<file path="config.mk">
export PLATFORM = sky130hd
export DESIGN_NAME = pid_cfg_sequencer
export DESIGN_NICKNAME = d
export VERILOG_FILES = /design/src/rtl/pid_cfg_sequencer.sv
export SDC_FILE = /design/constraint.sdc
export NUM_CORES = 1
export LEC_CHECK = 0
export ABC_AREA = 0
export ABC_CLOCK_PERIOD_IN_PS = 5480
export BUFFER_PORTS_ARGS = -buffer_cell sky130_fd_sc_hd__buf_4
export CORE_AREA = 2 2 201 203
export DETAILED_ROUTE_END_ITERATION = 10
export DIE_AREA = 0 0 203 205
export GPL_ROUTABILITY_DRIVEN = 0
export PLACE_DENSITY_LB_ADDON = 0.3
export REMOVE_ABC_BUFFERS = 1
export SLEW_MARGIN = 40
export SYNTH_ARGS = -nofsm -noshare
export SYNTH_HDL_FRONTEND = slang
export SYNTH_SLANG_ARGS = --single-unit
</file>
<file path="constraint.sdc">
create_clock -name clk -period 5.48 [get_ports clk]
set_input_delay 1.644 -clock clk [delete_from_list [all_inputs] [get_ports clk]]
set_output_delay 1.644 -clock clk [all_outputs]
set_load 0.02 [all_outputs]
</file>
<file path="src/rtl/pid_cfg_sequencer.sv">
// pid_cfg_sequencer
// Sits between the host register interface and pid_core. Host writes land in
// shadow registers. A commit copies the whole shadow set to the live outputs
// in a single edge, aligned to a PID sample strobe. After that the setpoint
// slews toward its target by at most one step per strobe. pid_clr_o pulses
// when the loop goes from disabled to enabled.

module pid_cfg_sequencer (
  input  logic               clk,
  input  logic               rst_n,
  // host write channel
  input  logic               cfg_valid_i,
  output logic               cfg_ready_o,
  input  logic [2:0]         cfg_addr_i,
  input  logic [15:0]        cfg_data_i,
  // sequencing controls
  input  logic               commit_i,
  input  logic               strobe_i,
  output logic               busy_o,
  // live parameter set seen by pid_core
  output logic signed [15:0] kp_o,
  output logic signed [15:0] kd_o,
  output logic signed [15:0] ki_o,
  output logic signed [15:0] sp_o,
  output logic [3:0]         alpha_o,
  output logic [13:0]        decimate_o,
  output logic               enable_o,
  output logic               pid_clr_o
);

  // Shadow register addresses.
  localparam logic [2:0] ADDR_KP    = 3'd0;
  localparam logic [2:0] ADDR_KD    = 3'd1;
  localparam logic [2:0] ADDR_KI    = 3'd2;
  localparam logic [2:0] ADDR_SP    = 3'd3;
  localparam logic [2:0] ADDR_ALPHA = 3'd4;
  localparam logic [2:0] ADDR_DEC   = 3'd5;
  localparam logic [2:0] ADDR_CTRL  = 3'd6;
  localparam logic [2:0] ADDR_STEP  = 3'd7;

  typedef enum logic [1:0] {
    IDLE,
    WAIT_STROBE,
    APPLY,
    RAMP
  } state_t;

  // Staged copy of the full parameter set written by the host.
  typedef struct packed {
    logic signed [15:0] kp;
    logic signed [15:0] kd;
    logic signed [15:0] ki;
    logic signed [15:0] sp;
    logic [3:0]         alpha;
    logic [13:0]        decimate;
    logic               enable;
    logic [14:0]        step;
  } shadow_t;

  state_t  state;
  state_t  state_d;
  shadow_t shadow;

  logic               cfg_write;
  logic               step_is_zero;
  logic               at_target;
  logic signed [16:0] sp_diff;
  logic [16:0]        sp_dist;
  logic               ramp_reaches;
  logic [15:0]        sp_stepped;
  logic signed [15:0] sp_ramp_next;
  logic [13:0]        decimate_eff;

  // cfg_ready_o is a registered copy of (state == IDLE), so it can gate
  // acceptance directly.
  assign cfg_write = cfg_valid_i && cfg_ready_o;

  // Capture host writes into the shadow set.
  // NOTE: every register here, shadows included, has an explicit reset value
  // because a commit straight after reset must apply a known parameter set.
  always_ff @(posedge clk or negedge rst_n) begin
    if (!rst_n) begin
      shadow.kp       <= '0;
      shadow.kd       <= '0;
      shadow.ki       <= '0;
      shadow.sp       <= '0;
      shadow.alpha    <= '0;
      shadow.decimate <= 14'd1;
      shadow.enable   <= 1'b0;
      shadow.step     <= '0;
    end else if (cfg_write) begin
      // NOTE: sequential state uses non-blocking assignments so that every
      // register samples the values from before this edge.
      case (cfg_addr_i)
        ADDR_KP:    shadow.kp       <= $signed(cfg_data_i);
        ADDR_KD:    shadow.kd       <= $signed(cfg_data_i);
        ADDR_KI:    shadow.ki       <= $signed(cfg_data_i);
        ADDR_SP:    shadow.sp       <= $signed(cfg_data_i);
        ADDR_ALPHA: shadow.alpha    <= cfg_data_i[3:0];
        ADDR_DEC:   shadow.decimate <= cfg_data_i[13:0];
        ADDR_CTRL:  shadow.enable   <= cfg_data_i[0];
        ADDR_STEP:  shadow.step     <= cfg_data_i[14:0];
        default:    shadow.kp       <= shadow.kp;
      endcase
    end
  end

  // Slew arithmetic. The difference is formed in 17 bits so a full-scale
  // swing (32767 -> -32768) neither wraps nor overshoots.
  always_comb begin
    // NOTE: each combinational output gets a default first, so no path can
    // leave it unassigned and infer a latch.
    sp_diff      = $signed({shadow.sp[15], shadow.sp}) - $signed({sp_o[15], sp_o});
    sp_dist      = sp_diff[16] ? 17'(-sp_diff) : 17'(sp_diff);
    ramp_reaches = (sp_dist <= {2'b00, shadow.step});
    sp_stepped   = sp_diff[16] ? (sp_o - {1'b0, shadow.step})
                               : (sp_o + {1'b0, shadow.step});
    sp_ramp_next = ramp_reaches ? shadow.sp : $signed(sp_stepped);
  end

  // Decisions taken in APPLY, and the decimate clamp (0 is loaded as 1).
  always_comb begin
    step_is_zero = (shadow.step == 15'd0);
    at_target    = (shadow.sp == sp_o);
    decimate_eff = (shadow.decimate == 14'd0) ? 14'd1 : shadow.decimate;
  end

  // Next-state logic for the commit / apply / ramp sequence.
  always_comb begin
    state_d = state;
    case (state)
      IDLE: begin
        if (commit_i) state_d = WAIT_STROBE;
      end
      WAIT_STROBE: begin
        // A strobe in the commit cycle was seen while still IDLE, so only
        // strobes after entry can get here.
        if (strobe_i) state_d = APPLY;
      end
      APPLY: begin
        if (step_is_zero || at_target) state_d = IDLE;
        else                           state_d = RAMP;
      end
      RAMP: begin
        if (strobe_i && ramp_reaches) state_d = IDLE;
      end
      default: state_d = IDLE;
    endcase
  end

  // State register plus all registered outputs: handshake, busy, live set,
  // setpoint ramp and the integrator-clear pulse.
  always_ff @(posedge clk or negedge rst_n) begin
    if (!rst_n) begin
      state       <= IDLE;
      cfg_ready_o <= 1'b1;
      busy_o      <= 1'b0;
      kp_o        <= '0;
      kd_o        <= '0;
      ki_o        <= '0;
      sp_o        <= '0;
      alpha_o     <= '0;
      decimate_o  <= 14'd1;
      enable_o    <= 1'b0;
      pid_clr_o   <= 1'b0;
    end else begin
      state       <= state_d;
      cfg_ready_o <= (state_d == IDLE);
      busy_o      <= (state_d != IDLE);
      pid_clr_o   <= 1'b0;

      if (state == APPLY) begin
        kp_o       <= shadow.kp;
        kd_o       <= shadow.kd;
        ki_o       <= shadow.ki;
        alpha_o    <= shadow.alpha;
        decimate_o <= decimate_eff;
        enable_o   <= shadow.enable;
        // Clear history only on a fresh enable, not on re-commits while running.
        pid_clr_o  <= shadow.enable && !enable_o;
        if (step_is_zero) sp_o <= shadow.sp;
      end

      // One bounded step per strobe; the APPLY-cycle strobe is not used.
      if (state == RAMP && strobe_i) sp_o <= sp_ramp_next;
    end
  end

endmodule

</file>
---- Word-level counts from Yosys, hierarchy flattened ----
Index checks and enable logic that the tools add are counted.
storage, ports and cells
  flip-flop bits (word level) ............. 186
  bits in latches ......................... 0
  memory bits (writable) .................. 0
  memory bits (read-only) ................. 0
  output and inout bits ................... 86
  word-level logic and storage cells ...... 71
  memories kept ........................... 0
cells by class
  $add $sub $neg .......................... 4
  $mul .................................... 0
  div/mod/pow operators ................... 0
  magnitude comparators ................... 1
  eq/ne operators ......................... 11
  shift operators ......................... 0
  mux-type cells .......................... 13
  bitwise logic cells ..................... 0
  reductions and logical operators ........ 23
operator list
  cell                  count
  $mux W16              5
  $reduce_and A2 Y1     9
  $le A17 B15 Y1        1
  $mux W17              1
  $neg A17 Y17          1
  $sub A16 B16 Y17      1
  $add A16 B15 Y16      1
  $eq A16 B16 Y1        1
  $sub A16 B15 Y16      1
  $logic_not A15 Y1     1
  $logic_not A14 Y1     1
  $mux W14              1
  $eq A3 B3 Y1 const B  4
  $mux W2               4
  $pmux W2 S4           1
  $eq A3 B2 Y1 const B  2
  $reduce_bool A2 Y1    3
  $eq A2 B2 Y1 const B  2
  $logic_and A1 B1 Y1   4
  $logic_not A2 Y1      2
  $eq A3 B1 Y1 const B  1
  $logic_not A3 Y1      1
  $eq A2 B1 Y1 const B  1
  $logic_not A1 Y1      1
  other kinds (2)       2

---- Depth between registers and ports, before layout ----
  depth after elaboration ................. 8
  mapped depth ............................ 25

---- Worst setup path after synthesis ----
OpenSTA, ideal clock, no wires.
  path kind ............................... register to register
  start point ............................. register sp_o[0]
  end point ............................... register sp_o[15]
  library setup time ...................... 0.121 ns
  data arrival time ....................... 4.753 ns
  data required time ...................... 5.359 ns
  path slack .............................. 0.606 ns
  cell stages (with the launch flop) ...... 23
  buffers on the path ..................... 1
  path through ............................ dfrtp_1 ha_1 fa_1 nor2b_1 o2111ai_2 nand3_2 a21oi_1 o2111a_1 nor2_1 clkbuf_1 nor2_1 a21oi_1 ha_1 nor2b_1 o2111a_1 o41ai_1 a31oi_1 nand4_1 a31oi_1 xnor2_1 nand2b_1 mux2_1 o22a_1
on the way
  word-level cells in the longest chain between the ends .. 6
  elaborated cells between the ends (all ways) .. 9
  those cells by class .................... add/sub (4); order compare (1); mux (4)
RTL lines
  element                   RTL line  source
  start: declaration        24        output logic signed [15:0] sp_o,
  start signal: assignment  181       if (step_is_zero) sp_o <= shadow.sp;
  start signal: assignment  185       if (state == RAMP && strobe_i) sp_o <= sp_ramp_next;
  $sub A16 B16 Y17          113       sp_diff = $signed({shadow.sp[15], shadow.sp}) - $signed({sp_o[15], sp_o});
  $neg A17 Y17              114       sp_dist = sp_diff[16] ? 17'(-sp_diff) : 17'(sp_diff);
  $mux W17                  114
  $le A17 B15 Y1            115       ramp_reaches = (sp_dist <= {2'b00, shadow.step});
  $mux W16 *                118       sp_ramp_next = ramp_reaches ? shadow.sp : $signed(sp_stepped);
  $mux W16 *                185
Every way passes the cells marked *; elsewhere a longest branch is shown, timed or not.
A chain may end at the register's enable or synchronous reset.

---- Worst setup path after layout ----
Same ends and word-level chain as after synthesis.

==> flow_metrics.env <==
export IMPL_drc=0
export IMPL_reg2reg_slack_ns=0.41
export IMPL_ys_seq_elements=186
export IMPL_dieArea_um2=41600
export IMPL_dp_hpwl_um=19400
export IMPL_ctsResizeCount=0
export IMPL_cts_max_path_buffers=2
export IMPL_postRouteAntennaNets=0
export IMPL_area_growth_pct=22.1
export IMPL_fin_cells=1504
export IMPL_end_kind="flip-flop"
export IMPL_viasPerCell=4.58
export IMPL_crit_fanout=21
export IMPL_period_needed_ns=5.07
export IMPL_synth_area_leaders="dfrtp_1 47%, mux2_2 17%, ha_1 6.1%, xnor2_1 3.2%, o21ai_0 2.0%"
export IMPL_seq_area_frac_synth_pct=47.7
export IMPL_drtPass1Iterations=4
export IMPL_fin_tns_setup_ns=0
export IMPL_start_util_pct=24.8
export IMPL_layout_common_cells="183 x dfrtp_1, 147 x mux2_2, 124 x buf_4"
export IMPL_syn_inst=851
export IMPL_clock_latency_ns=0.43
export IMPL_slew_viol_final=0
export IMPL_routed_wl_um=26500
export IMPL_cts_max_level=4
export IMPL_antenna_found_initial=0
export IMPL_drive_gt1_share_pct=33.6
export IMPL_avgSynthCellArea_um2=11.5
export IMPL_hold_depth=1
export IMPL_clock_skew_ns=0.0155
export IMPL_fin_crit_sh_pct=92.6
export IMPL_yosys_area_top_type_share_pct=46.9
export IMPL_cts_hold_fix_buffers=0
export IMPL_maxSlewHeadroom_pct=53.1
export IMPL_synth_edff_count=0
export IMPL_criticalPathCategory="reg -> reg"
export IMPL_cts_setup_buffers=0
export IMPL_yosys_area_share_xor_xnor_pct=4.02
export IMPL_status="finished, final reports clean"
export IMPL_rr_worst_depth=20
export IMPL_die_w_um=203
export IMPL_cts_buffers_inserted=17
export IMPL_rsz0062_at_grt="false"
export IMPL_async_reset_ff_share_pct=100
export IMPL_synthSimpleGateAreaFrac_pct=9.73
export IMPL_cts_root_buf="clkbuf_16"
export IMPL_wire_per_inst_um=17.6
export IMPL_finalSetupViolations=0
export IMPL_crit_arrival_ns=5.40
export IMPL_synth_top_area_cell="dfrtp_1"
export IMPL_clk_pin_slew_ns=0.07
export IMPL_grt_ovfl_total=0
export IMPL_ios=110
export IMPL_die_h_um=205
export IMPL_n_antenna_cell=0
export IMPL_grt_max_degree=116
export IMPL_core_um2=39400
export IMPL_vias=6892
export IMPL_maxCapViolCount=0
export IMPL_ys_warn_count=0
export IMPL_hold_path_startpoint="enable_o$_DFFE_PN0P_"
export IMPL_synth_flop_cell="dfrtp_1"
export IMPL_worstMarginPinSlew_ns=0.703
export IMPL_grt_usage_pct=13.1
export IMPL_grt_pass1_wl_um=41800
export IMPL_clock_fmax_ghz=0.197
export IMPL_io_buffer_count=109
export IMPL_cts_sinks=186
export IMPL_cts_tree="yes"
export IMPL_r2r_end="sp_o[15]$_DFFE_PN0P_"
export IMPL_synth_mux_area_share_pct=17.3
export IMPL_placementRows=73
export IMPL_hold_violations=0
export IMPL_synthAdderAreaFrac_pct=6.56
export IMPL_r2r_start="sp_o[0]$_DFFE_PN0P_"
export IMPL_cp_required_ns=5.80
export IMPL_fin_nets=1045
export IMPL_synth_cell_types=74
export IMPL_grt_pass1_vias=7139
export IMPL_dp_cells=1477
export IMPL_drt_iter0_markers=256
export IMPL_synth_compound_area_share_pct=11.9
export IMPL_cp_start_kind="flip-flop"
export IMPL_syn_cell_area_um2=9770
export IMPL_layout_commonest_cell="dfrtp_1"
export IMPL_synth_top_family_by_area="multiplexers"
export IMPL_hold_end="pid_clr_o$_DFF_PN0_"
export IMPL_hold_path_class="reg -> reg"
==> metal layers <==
layer	share of wire [%]	vias to the layer above	wire [µm]	GRT usage [%]
met5	0	-	0	0
met4	1.5	0	397	3.91
met3	2.8	18	734	2.61
met2	47	94	12500	21.3
met1	49	3464	12800	17.6
li1	-	3316	-	-
==> sequential cells by signal, indices dropped and copies added (netlist names) <==
signal and flops:
enable_o 1, kp_o 16, busy_o 1, shadow 98
kd_o 16, ki_o 16, decimate_o 14, sp_o 16
state 2, pid_clr_o 1, alpha_o 4, cfg_ready_o 1
==> logic make-up (layout without fill, tap and decap cells) <==
family,Yosys count,after routing
compound gates,167,167
simple gates,183,183
flops,186,186
mux,150,150
buf+inv,71,199
fa+ha+maj,50,50
xor+xnor,44,44
==> critical path, cell delays in order, from the launching register on <==
cell       delay (ns)
dfrtp_1          0.41
ha_1             0.23
fa_1             0.41
nor2b_1          0.18
o2111ai_2        0.17
a31oi_1          0.25
o22ai_1          0.14
a2111o_1         0.39
nor3_1           0.25
a21oi_1          0.12
xnor2_1          0.14
ha_1             0.30
nand4_1          0.13
or4_1            0.53
o21ai_0          0.09
a21oi_1          0.07
a211o_1          0.27
o211a_1          0.25
buf_12           0.17
mux2_1           0.31
o22a_1           0.17
==> final cells by class <==
| type | count | area, µm² |
|---|---|---|
| repair buffers | 129 | 1030 |
| fillers | 4009 | 27400 |
| inverters | 43 | 161 |
| well taps | 525 | 657 |
| flip-flops and latches | 186 | 4660 |
| clock inverters | 8 | 124 |
| multi-input cells | 594 | 4860 |
| clock buffers | 19 | 443 |
==> Yosys cell counts, types with 4 or more instances <==
master and instances:
o21a_1 8, inv_1 43, dfrtp_1 183, nor4_1 4, a21o_1 24, xnor2_1 36
a21oi_1 27, xor2_1 7, o31ai_1 6, and2_1 5, nor3_1 19, ha_1 48
or3_1 4, o21bai_1 5, nand3_1 11, nand4_1 11, and3_1 8, a22o_1 11
o21ai_0 39, nor2_1 40, nand2_1 45, nor3b_1 4, nand2b_1 8, nor2b_1 4
or4_1 4, a31oi_1 7, clkbuf_1 23, a211oi_1 4, mux2_2 147
==> through the flow <==
step / hold WS, ns / worst slack (ns) / utilization [%] / cell area [µm²]
floorplan: 0.472 / 0.416 / - / 9650
global placement: 0.440 / 0.444 / 28.8 / 11300
detailed placement: 0.449 / 0.393 / 28.9 / 11400
CTS: 0.456 / 0.362 / 30.3 / 11900
global route: 0.489 / 0.0365 / 30.3 / 11900
finish: 0.451 / 0.407 / 30.3 / 11900
==> worst max path at each step <==
| stage | from | endpoint | slack (ns) | cells past startpoint |
|---|---|---|---|---|
| after floorplan | sp_o[0]$_DFFE_PN0P_ | sp_o[15]$_DFFE_PN0P_ | 0.42 | 19 |
| after detailed placement | sp_o[0]$_DFFE_PN0P_ | sp_o[15]$_DFFE_PN0P_ | 0.39 | 23 |
| after global routing | sp_o[0]$_DFFE_PN0P_ | sp_o[15]$_DFFE_PN0P_ | 0.04 | 22 |
| after global placement | sp_o[6]$_DFFE_PN0P_ | sp_o[15]$_DFFE_PN0P_ | 0.44 | 22 |
| final | sp_o[0]$_DFFE_PN0P_ | sp_o[15]$_DFFE_PN0P_ | 0.41 | 20 |
| after CTS | sp_o[0]$_DFFE_PN0P_ | sp_o[15]$_DFFE_PN0P_ | 0.36 | 23 |
Power is not shown: default switching activity piles up to over one toggle a cycle in this logic, so the estimate is an artifact.
